`src/rtl/mmsc_pkg.sv`:
```
`default_nettype none
// +------------------------------------------------------------------+
// | Package   : mmsc_pkg                                             |
// | Purpose   : Mode encodings and types shared by the multi-mode    |
// |             step counter and its next-value datapath.            |
// | Revision  : 1.0  initial release                                 |
// +------------------------------------------------------------------+
package mmsc_pkg;

    typedef logic [1:0] mode_t;

    localparam mode_t MODE_PINGPONG = 2'b00;
    localparam mode_t MODE_UPWRAP   = 2'b01;
    localparam mode_t MODE_DOWNWRAP = 2'b10;
    localparam mode_t MODE_HOLD     = 2'b11;

endpackage
`default_nettype wire

```
`src/rtl/mmsc_next_value.sv`:
```
`default_nettype none
// +------------------------------------------------------------------+
// | Module    : mmsc_next_value                                      |
// | Purpose   : Combinational mode action for the step counter:      |
// |             given the current value, direction and range, works  |
// |             out the next value, next direction and wrap/reversal |
// |             event. Assumes a valid range with out inside it.     |
// | Revision  : 1.0  initial release                                 |
// +------------------------------------------------------------------+
module mmsc_next_value
    import mmsc_pkg::*;
#(
    parameter int WIDTH = 4
) (
    input  logic [WIDTH-1:0] cur_i,
    input  logic             dir_i,
    input  logic             flip_i,
    input  mode_t            mode_i,
    input  logic [WIDTH-1:0] min_i,
    input  logic [WIDTH-1:0] max_i,
    input  logic [WIDTH-1:0] step_i,
    output logic [WIDTH-1:0] nxt_o,
    output logic             dir_o,
    output logic             evt_o
);

    // One extra bit on sums so that out+step and min+step never wrap.
    logic [WIDTH:0] w_sum;
    logic [WIDTH:0] w_lo_plus;
    logic           w_dir_eff;

    assign w_sum     = {1'b0, cur_i} + {1'b0, step_i};
    assign w_lo_plus = {1'b0, min_i} + {1'b0, step_i};
    assign w_dir_eff = flip_i ? ~dir_i : dir_i;

    // Per-mode next value, direction and boundary event.
    always_comb begin
        nxt_o = cur_i;
        dir_o = dir_i;
        evt_o = 1'b0;
        case (mode_i)
            MODE_PINGPONG: begin
                if (step_i == '0) begin
                    // Zero step never moves the value; flip still turns around.
                    dir_o = w_dir_eff;
                end else if (w_dir_eff) begin
                    if (w_sum >= {1'b0, max_i}) begin
                        nxt_o = max_i;
                        dir_o = 1'b0;
                        evt_o = 1'b1;
                    end else begin
                        nxt_o = w_sum[WIDTH-1:0];
                        dir_o = 1'b1;
                    end
                end else begin
                    // out-step <= min rewritten as out <= min+step to avoid underflow.
                    if ({1'b0, cur_i} <= w_lo_plus) begin
                        nxt_o = min_i;
                        dir_o = 1'b1;
                        evt_o = 1'b1;
                    end else begin
                        nxt_o = cur_i - step_i;
                        dir_o = 1'b0;
                    end
                end
            end
            MODE_UPWRAP: begin
                dir_o = 1'b1;
                if (w_sum > {1'b0, max_i}) begin
                    nxt_o = min_i;
                    evt_o = 1'b1;
                end else begin
                    nxt_o = w_sum[WIDTH-1:0];
                end
            end
            MODE_DOWNWRAP: begin
                dir_o = 1'b0;
                if ({1'b0, cur_i} < w_lo_plus) begin
                    nxt_o = max_i;
                    evt_o = 1'b1;
                end else begin
                    nxt_o = cur_i - step_i;
                end
            end
            default: begin
                nxt_o = cur_i;
                dir_o = dir_i;
                evt_o = 1'b0;
            end
        endcase
    end

endmodule
`default_nettype wire

```
`src/rtl/multi_mode_step_counter.sv`:
```
`default_nettype none
// +------------------------------------------------------------------+
// | Module    : multi_mode_step_counter                              |
// | Purpose   : Programmable-step counter with ping-pong, up-wrap,   |
// |             down-wrap and hold modes, synchronous load and a     |
// |             registered boundary-event pulse.                     |
// | Options   : EVENT_COUNT_EN adds a saturating event_cnt output.   |
// | Revision  : 1.0  initial release                                 |
// +------------------------------------------------------------------+
module multi_mode_step_counter
    import mmsc_pkg::*;
#(
    parameter int WIDTH = 4,
    parameter int CNT_W = 8
) (
    input  logic             clk,
    input  logic             rst_n,
    input  logic             enable,
    input  logic             flip,
    input  logic [1:0]       mode,
    input  logic [WIDTH-1:0] min,
    input  logic [WIDTH-1:0] max,
    input  logic [WIDTH-1:0] step,
    input  logic             load,
    input  logic [WIDTH-1:0] load_val,
    output logic             direction,
    output logic [WIDTH-1:0] out,
    output logic             evt
`ifdef EVENT_COUNT_EN
    ,
    output logic [CNT_W-1:0] event_cnt
`endif
);

    // Reject a degenerate counter width at elaboration.
    if (CNT_W < 1) begin : g_cnt_w_check
        $error("CNT_W must be at least 1");
    end

    logic [WIDTH-1:0] out_q, out_d;
    logic             dir_q, dir_d;
    logic             evt_q, evt_d;

    logic [WIDTH-1:0] w_mode_nxt;
    logic             w_mode_dir;
    logic             w_mode_evt;
    logic             w_load_ok;
    logic             w_range_ok;
    logic             w_in_range;

    assign w_load_ok  = (load_val >= min) && (load_val <= max);
    assign w_range_ok = (max > min);
    assign w_in_range = (out_q >= min) && (out_q <= max);

    mmsc_next_value #(
        .WIDTH (WIDTH)
    ) u_next (
        .cur_i  (out_q),
        .dir_i  (dir_q),
        .flip_i (flip),
        .mode_i (mode),
        .min_i  (min),
        .max_i  (max),
        .step_i (step),
        .nxt_o  (w_mode_nxt),
        .dir_o  (w_mode_dir),
        .evt_o  (w_mode_evt)
    );

    // Priority chain: load, enable, range validity, recovery, then mode action.
    always_comb begin
        out_d = out_q;
        dir_d = dir_q;
        evt_d = 1'b0;
        if (load) begin
            if (w_load_ok) begin
                out_d = load_val;
            end
        end else if (!enable) begin
            out_d = out_q;
        end else if (!w_range_ok) begin
            out_d = out_q;
        end else if (!w_in_range) begin
            out_d = min;
            dir_d = 1'b1;
        end else begin
            out_d = w_mode_nxt;
            dir_d = w_mode_dir;
            evt_d = w_mode_evt;
        end
    end

    // State registers; reset restarts at the live min going up.
    always_ff @(posedge clk) begin
        if (!rst_n) begin
            out_q <= min;
            dir_q <= 1'b1;
            evt_q <= 1'b0;
        end else begin
            out_q <= out_d;
            dir_q <= dir_d;
            evt_q <= evt_d;
        end
    end

    assign out       = out_q;
    assign direction = dir_q;
    assign evt       = evt_q;

`ifdef EVENT_COUNT_EN
    logic [CNT_W-1:0] cnt_q;

    // Saturating tally of evt pulses, cleared by reset or any load request.
    always_ff @(posedge clk) begin
        if (!rst_n || load) begin
            cnt_q <= '0;
        end else if (evt_d && (cnt_q != {CNT_W{1'b1}})) begin
            cnt_q <= cnt_q + 1'b1;
        end
    end

    assign event_cnt = cnt_q;
`endif

endmodule
`default_nettype wire
```
`config.mk`:
```
export PLATFORM = sky130hd
export DESIGN_NAME = multi_mode_step_counter
export DESIGN_NICKNAME = d
export VERILOG_FILES = /design/src/rtl/mmsc_pkg.sv /design/src/rtl/mmsc_next_value.sv /design/src/rtl/multi_mode_step_counter.sv
export SDC_FILE = /design/constraint.sdc
export NUM_CORES = 1
export LEC_CHECK = 0
export CORE_MARGIN = 5
export CORE_UTILIZATION = 54
export CTS_CLUSTER_SIZE = 14
export DETAILED_ROUTE_END_ITERATION = 7
export PLACE_DENSITY = 0.92
export RECOVER_POWER = 25
export SKIP_CTS_REPAIR_TIMING = 1
export SLEW_MARGIN = 10
export SYNTH_ARGS = -nofsm -noshare
export SYNTH_HDL_FRONTEND = slang
export SYNTH_SLANG_ARGS = --single-unit
```
`constraint.sdc`:
```
create_clock -name clk -period 4.26 [get_ports clk]
set_input_delay 0.852 -clock clk [delete_from_list [all_inputs] [get_ports clk]]
set_output_delay 0.852 -clock clk [all_outputs]
set_load 0.02 [all_outputs]
```
==> results.toml, run 1 <==
[pwr]
power_frac_comb_pct = 75.4
swShare_pct = 48.0
p_clk_share_pct = 9.9
p_leak_nw = 0.965
power_density_nw_per_um2 = 269
p_sw_mw = 0.268
p_seq_share_pct = 14.7
intPower_mw = 0.290
irDropWorstVdd_mv = 0.131
total_power_mw = 0.558

[setup_path]
cp-end-kind = "register"
timing.rr.start = "out[0]"
regToRegEndpoint = "out[0]"
critical_path_buf_inv_count = 1
slowest_stage = "clkdlybuf4s50_1"
required_ps = 4350
startpoint_type = "input pin"
r2r_cells = 10
crit_chain = "clkdlybuf4s50_1 -> ha_1 -> fa_1 -> xnor2_1 -> ha_1 -> a21oi_1 -> o221ai_1 -> nand3b_2 -> o311ai_0 -> a21oi_1 -> o31ai_2"
cp_slowest_stage_delay_ps = 480
cp.depth = 11
path_class = "input pin to register"
crit_end = "out[0]"
worstPathMaxFanout = 7
cp.arrival_ps = 4080
rrSetupSlack_ps = 950
worstSetupStartpoint = "step[0]"
path_delay_family = "compound AO/OA/AOI/OAI gates"

[final_layout]
fillers = 245
area_delta_synth_final_pct = 21.4
final_cells = 272
final_layout_size_suffix_gt1_share_pct = 5.70
final_common_cell = "ha_1"
finalNetCount = 299
layout_common_cells = "ha_1 (43), inv_1 (24), clkdlybuf4s50_1 (24), a21oi_1 (16), mux2i_1 (12)"
antenna_cells = 0

[drt]
detail-route-antenna-nets = 0
routed_via_density = 6.14
firstDrtPassIters = 4
wire_per_inst_um = 17.1
drc = 0
drt-total-wl_um = 4640
drt_iter0_markers = 75
num_vias = 1670

[timing]
relSlewSlack_pct = 66.4
fmaxAchievable_ghz = 0.250
finalSetupTns_ps = 0
hold_viol = 0
fin_hold_ws_ps = 644
period_share_pct = 93.8
tightest_slew_ps = 498
setup_ws_ps = 265
min_period_ps = 3990
skew_ps = 5.45
setup_viol = 0
rsz0062_at_grt = "false"
slew_viol_final = 0

[die]
dieArea_um2 = 4380
initial_core_util_pct = 56.3
io_pins = 29
rows = 20
core_um2 = 3030
die_x_um = 66.2
die_h_um = 66.2

[synthesis]
async_reset_ff_share_pct = 0
syn-instance-count = 197
netlist.area_leader.share_pct = 31.6
synth_cell_types = 42
ys.flop_type = "edfxtp_1"
synth_edf_count = 4
yosysSeqAreaShare_pct = 9.40
netlist_top_cells_area = "ha_1 (32%), mux2i_1 (7.0%), edfxtp_1 (7.0%), inv_1 (5.3%), a21oi_1 (4.7%)"
synth_seq_cells = 6
synth_area_per_cell_um2 = 8.65
netlist_area_um2 = 1700
yosysWarnings = 0
syn_nets = 266
yosys.area.top_type = "ha_1"

[placement]
dp_cells = 269
dp_hpwl_um = 3900
place_ws_ps = 68.0
place_congestion = 0.975
port_buffers = 28

[clock_tree]
cts_root_buf = "clkbuf_4"
cts_tree = "built"
cts.sinks = 6
clk_pin_slew_ps = 50
cts-htree-levels = 1
cts-buffers-inserted = 3
cts.path.max_buffers = 2
clk_latency_ps = 250

[global_routing]
grt_overflow_total = 0
grt_use_met3_pct = 2.89
first_global_vias = 1696
grtUsageTotal_pct = 22.6
grt_max_degree = 10
antenna_found_initial = 0
busiest_layer = "met2"
grt_pass1_wl_um = 7690
grt_use_met2_pct = 38.4
groute.layer.met1.usage_pct = 29.1

[run]
maxCapViolations = 0

[outcome]
status = "finished, final reports clean"

[min_path]
hp-class = "register to register"
sequential cells by signal (all words and copies together), names as in the netlist:
register / flops
direction: 1
evt: 1
out: 4
through the flow:
step / cell area [um2] / utilization, %
finish: 2070 / 68.3
global route: 2070 / 68.3
CTS: 2070 / 68.3
detailed placement: 2050 / 67.6
global placement: 2050 / 67.6
floorplan: 1700 / -
power groups by stage:
| stage | logic, mW | clock network, mW | registers, mW |
|---|---|---|---|
| 5_1_grt | 0.462 | 0.0625 | 0.0831 |
| 3_5_place_dp | 0.412 | 0 | 0.0831 |
| 3_3_place_gp | 0.399 | 0 | 0.0827 |
| 2_1_floorplan | 0.292 | 0 | 0.0860 |
| 6_report | 0.420 | 0.0554 | 0.0820 |
| 4_1_cts | 0.415 | 0.0565 | 0.0820 |
cells in the mapped netlist (2+ instances only):
library cell,instances
ha_1,43
inv_1,24
a21oi_1,16
mux2i_1,12
nand2_1,8
o21ai_0,7
nor2_1,6
o21ai_1,5
xnor2_1,5
a21o_1,4
a31oi_1,4
a32oi_1,4
edfxtp_1,4
nand2b_1,4
nand3_1,4
nand4_1,4
nor2b_1,4
o31ai_1,4
a22o_1,3
fa_1,3
xor2_1,3
a211o_1,2
buf_1,2
dfxtp_1,2
nand3b_1,2
o221ai_1,2
worst min path at each step:
stage          startpoint  slack, ps  cells after the start        end
6_report        direction        640                      2  direction
5_1_grt         direction        690                      2  direction
4_1_cts         direction        650                      2  direction
3_5_place_dp    direction        640                      2  direction
3_3_place_gp    direction        640                      2  direction
2_1_floorplan   direction        710                      2  direction
cells by family (layout without fill, tap and decap cells):
family                     after synthesis  in the layout  share of synthesized area [%]
DFF                                      6              6                           9.40
xor gates and xnor gates                 8              8                           4.11
and+or+nand+nor                         38             38                           12.6
buffers and inverters                   26             57                           5.73
AOI/OAI and AO/OA                       61             61                           26.1
adders and majority gates               46             46                           35.1
muxes                                   12             12                           7.05
worst min-delay path, stage by stage, from the launching register on:
cell and delay, ps:
dfxtp_1 340, nand3b_1 160, o31a_1 100
metal layers:
layer,vias to the layer above,share of wire [%]
met1,772,42
met4,0,3.2
met2,75,47
li1,806,-
met3,17,7.5
met5,-,0
final cells by class:
| class | instances | area [um2] | area share (%) |
|---|---|---|---|
| clock buffer | 3 | 22.5 | 1.09 |
| inverter | 24 | 90.1 | 4.35 |
| timing repair buffer | 30 | 295 | 14.3 |
| multi-input combinational | 165 | 1450 | 69.9 |
| sequential | 6 | 160 | 7.74 |
| tap | 44 | 55.1 | 2.66 |
Note: power is estimated with default switching activity, not from simulation.
==> inputs of run 2 (changes only) <==
clock period = 4.5 ns   (was 4.26 ns; I/O delays follow)
==> run 2 against run 1 <==
Routed wire length increased by 1.2%. Register-to-register slack improved by 310 ps. Combinational power decreased by 5.7%. Sequential cell count unchanged. Die area unchanged. Clock power increased by 6.7%. Clock skew decreased by 1.2 ps. Sequential share of layout area about the same. First-iteration DRC count increased by 19%. Cell area increased by 0.18%. Final cell count increased by 0.37%. Critical endpoint unchanged.
==> results.toml, run 2 (synthesized netlist as in run 1, its figures left out) <==
[die]
core_um2 = 3030
dieArea_um2 = 4380
io_pins = 29
rows = 20
die_h_um = 66.2
initial_core_util_pct = 56.3
die_x_um = 66.2

[timing]
fmaxAchievable_ghz = 0.251
rsz0062_at_grt = "false"
tightest_slew_ps = 524
relSlewSlack_pct = 64.8
min_period_ps = 3990
finalSetupTns_ps = 0
hold_viol = 0
slew_viol_final = 0
fin_hold_ws_ps = 683
setup_ws_ps = 510
setup_viol = 0
skew_ps = 4.25
period_share_pct = 88.7

[global_routing]
first_global_vias = 1777
antenna_found_initial = 0
grt_pass1_wl_um = 8060
grtUsageTotal_pct = 23.8
grt_max_degree = 10
grt_overflow_total = 0

[setup_path]
r2r_cells = 10
cp.arrival_ps = 4080
worstSetupStartpoint = "step[1]"
crit_chain = "clkdlybuf4s50_1 -> inv_1 -> ha_1 -> nor2b_1 -> o31ai_1 -> xnor2_1 -> ha_1 -> nand3_1 -> o221ai_1 -> nand3b_2 -> o311ai_0 -> a21oi_1 -> o31ai_2"
required_ps = 4590
startpoint_type = "input pin"
timing.rr.start = "out[0]"
worstPathMaxFanout = 7
regToRegEndpoint = "out[0]"
path_common_cell = "ha_1"
rrSetupSlack_ps = 1260
cp-end-kind = "register"
cp_slowest_stage_delay_ps = 640
path_class = "input pin to register"
slowest_stage = "clkdlybuf4s50_1"

[pwr]
swShare_pct = 48.0
irDropWorstVdd_mv = 0.170
p_leak_nw = 0.967
power_frac_comb_pct = 74.3
intPower_mw = 0.277
power_density_nw_per_um2 = 257
p_clk_share_pct = 11.1
p_seq_share_pct = 14.6
p_sw_mw = 0.255

[drt]
drt_iter0_markers = 89
routed_via_density = 6.14
wire_per_inst_um = 17.2
drt-total-wl_um = 4690
detail-route-antenna-nets = 0
firstDrtPassIters = 4
drc = 0
num_vias = 1677

[placement]
place_ws_ps = 259
dp_cells = 269
dp_hpwl_um = 4010
place_congestion = 1.01
port_buffers = 28

[min_path]
hold-path-endpoint = "direction"
whs_path_depth = 2
hp-class = "register to register"
hold_start = "direction"

[final_layout]
top_register = "out"
finalNetCount = 299
area_delta_synth_final_pct = 21.7
layout_common_cells = "ha_1 (43), inv_1 (24), clkdlybuf4s50_1 (24), a21oi_1 (16), mux2i_1 (12)"
final_common_cell = "ha_1"
final_cells = 273
fin_util_pct = 68.5
antenna_cells = 0
largest_register_ffs = 4
final_layout_size_suffix_gt1_share_pct = 5.68

[clock_tree]
cts.path.max_buffers = 2
cts_root_buf = "clkbuf_4"
cts.sinks = 6
clk_pin_slew_ps = 50
cts_tree = "built"
clk_latency_ps = 260
cts-htree-levels = 1
cts-buffers-inserted = 3

[outcome]
status = "finished, final reports clean"

[run]
maxCapViolations = 0
-- run 2: changes by cell type in the layout (fill, tap and decap cells not counted) --
| cell | before | now |
|---|---|---|
| clkbuf_1 | 0 | 1 |
-- run 2: how the worst max path moves through the flow --
stage	to	cells past startpoint
after floorplan	out[3]	11
after global routing	out[0]	11
after CTS	out[0]	13
after global placement	out[0]	13
final	out[0]	13
after detailed placement	out[3]	13
-- run 2: power groups by stage --
stage / registers, mW / clock network (mW) / logic, mW
2_1_floorplan: 0.0814 / 0 / 0.277
3_3_place_gp: 0.0785 / 0 / 0.377
3_5_place_dp: 0.0787 / 0 / 0.390
4_1_cts: 0.0776 / 0.0595 / 0.392
5_1_grt: 0.0787 / 0.0636 / 0.440
6_report: 0.0776 / 0.0591 / 0.396
-- run 2: layer usage --
| metal | vias up | wire [um] | track usage (%) |
|---|---|---|---|
| met5 | - | 0 | 0 |
| met4 | 0 | 93 | 6.09 |
| met3 | 11 | 315 | 3.74 |
| met2 | 73 | 2310 | 43.5 |
| met1 | 782 | 1980 | 28.5 |
| li1 | 811 | - | - |
-- run 2: final cells by class --
type | instances | area (um2)
repair buffers | 30 | 295
clock buffers | 4 | 26.3
inverters | 24 | 90.1
multi-input cells | 165 | 1450
fillers | 253 | 955
flip-flops and latches | 6 | 160
well taps | 44 | 55.1
-- run 2: critical path: cells and delay by family --
| family | cells | cell delay [ps] |
|---|---|---|
| xor+xnor | 1 | 220 |
| fa+ha+maj | 2 | 620 |
| buf+inv | 2 | 770 |
| simple gates | 3 | 490 |
| compound gates | 5 | 1060 |
-- run 2: metrics by stage --
| stage | area, um2 | power, mW |
|---|---|---|
| 2_1_floorplan | 1700 | 0.358 |
| 3_3_place_gp | 2050 | 0.455 |
| 3_5_place_dp | 2050 | 0.469 |
| 4_1_cts | 2070 | 0.529 |
| 5_1_grt | 2070 | 0.583 |
| 6_report | 2070 | 0.532 |
==> inputs of run 3 (changes only) <==
ABC_CLOCK_PERIOD_IN_PS = 4700   (was default)
CORE_UTILIZATION = 55   (was 54)
PLACE_DENSITY = 0.93   (was 0.92)
clock period = 4.7 ns   (was 4.5 ns; I/O delays follow)
==> run 3 against run 2 <==
Combinational power shrank 4%. Sequential cell count is the same. Critical path depth shrank 1. Final cell count shrank 4.4%. Core utilization shrank 0.14 points. Clock power shrank 13%. Critical path type unchanged. Power shrank 4.9%.
==> results.toml, run 3 (synthesized netlist as in run 1, its figures left out) <==
[die]
die_h_um = 65.7
dieArea_um2 = 4310
die_x_um = 65.7
rows = 20
io_pins = 29
initial_core_util_pct = 56.7
core_um2 = 3000

[timing]
slew_viol_final = 0
hold_viol = 0
relSlewSlack_pct = 64.7
setup_ws_ps = 449
finalSetupTns_ps = 0
setup_viol = 0
period_share_pct = 90.5
fmaxAchievable_ghz = 0.235
rsz0062_at_grt = "false"
skew_ps = 4.40
tightest_slew_ps = 526
min_period_ps = 4250

[final_layout]
final_common_cell = "ha_1"
final_layout_size_suffix_gt1_share_pct = 5.26
fillers = 264
layout_common_cells = "ha_1 (43), inv_1 (24), clkdlybuf4s50_1 (24), a21oi_1 (16), mux2i_1 (12)"
top_register = "out"
antenna_cells = 0
area_delta_synth_final_pct = 20.4
finalNetCount = 298
fin_area_um2 = 2050
largest_register_ffs = 4

[drt]
num_vias = 1683
firstDrtPassIters = 4
drt_iter0_markers = 99
drt-total-wl_um = 4910
detail-route-antenna-nets = 0
wire_per_inst_um = 18.8
routed_via_density = 6.45
drc = 0

[run]
maxCapViolations = 0

[setup_path]
path_class = "input pin to register"
cp.arrival_ps = 4300
regToRegEndpoint = "out[0]"
timing.rr.start = "out[1]"
crit_end = "out[2]"
worstSetupStartpoint = "min[0]"
r2r_cells = 11
required_ps = 4750
startpoint_type = "input pin"
cp-end-kind = "register"
worstPathMaxFanout = 8
rrSetupSlack_ps = 1390

[placement]
port_buffers = 28
place_ws_ps = 208
place_congestion = 0.963
dp_hpwl_um = 4120
placed_cell_area_um2 = 2030

[clock_tree]
cts-htree-levels = 1
cts.sinks = 6
cts_root_buf = "clkbuf_4"
clk_pin_slew_ps = 50
clk_latency_ps = 240
cts.path.max_buffers = 2
cts-buffers-inserted = 3
cts_tree = "built"

[min_path]
hp-class = "register to register"
whs_path_depth = 2

[global_routing]
first_global_vias = 1707
grt_pass1_wl_um = 7880
grtUsageTotal_pct = 23.6
antenna_found_initial = 0
grt_max_degree = 10
grt_overflow_total = 0

[pwr]
p_leak_nw = 0.961
irDropWorstVdd_mv = 0.170
power_density_nw_per_um2 = 247

[outcome]
status = "finished, final reports clean"
run 3: cell count changes in the layout (fill, tap and decap cells not counted), sizes merged:
cell,delta
buf,-1
run 3: worst min-delay path by stage:
stage	slack, ps	end	from
after floorplan	710	direction	direction
after global placement	640	direction	direction
after detailed placement	670	direction	direction
after CTS	680	direction	direction
after global routing	700	direction	direction
final	660	direction	direction
run 3: metal layers:
metal	vias up	wire length, um	global-route usage [%]
met4	0	106	7.25
met2	68	2570	43.1
met5	-	0	0
met3	10	264	3.42
met1	791	1970	27.9
li1	814	-	-
run 3: final cells by class:
type / instances / area, um2 / share of cell area (%)
multi-input cells: 165 / 1450 / 70.5
inverters: 24 / 90.1 / 4.39
well taps: 33 / 41.3 / 2.01
repair buffers: 29 / 288 / 14.0
clock buffers: 4 / 26.3 / 1.28
flip-flops and latches: 6 / 160 / 7.80
run 3: report_power, final:
group          total [mW]  internal [mW]  switching (mW)  leakage, nW
sequential         0.0739         0.0637          0.0102       0.0566
clock              0.0514         0.0322          0.0192       0.0150
combinational       0.381          0.167           0.214        0.890
total               0.506          0.263           0.243        0.961
run 3: critical path: stages:
cell and delay (ps):
clkdlybuf4s50_1 580, ha_1 340, fa_1 420, xnor2_1 150, ha_1 340, a21o_1 160, nand2_2 70, a221oi_4 530
nand2_4 150, mux2i_1 150, a22o_1 210, o31ai_1 270
run 3: through the flow:
| stage | hold slack (ps) | std cells | utilization, % | total power, mW |
|---|---|---|---|---|
| floorplan | 708 | 197 | - | 0.343 |
| global placement | 641 | 257 | 67.5 | 0.432 |
| detailed placement | 666 | 257 | 67.5 | 0.448 |
| CTS | 676 | 261 | 68.3 | 0.503 |
| global route | 698 | 261 | 68.3 | 0.550 |
| finish | 664 | 261 | 68.3 | 0.506 |
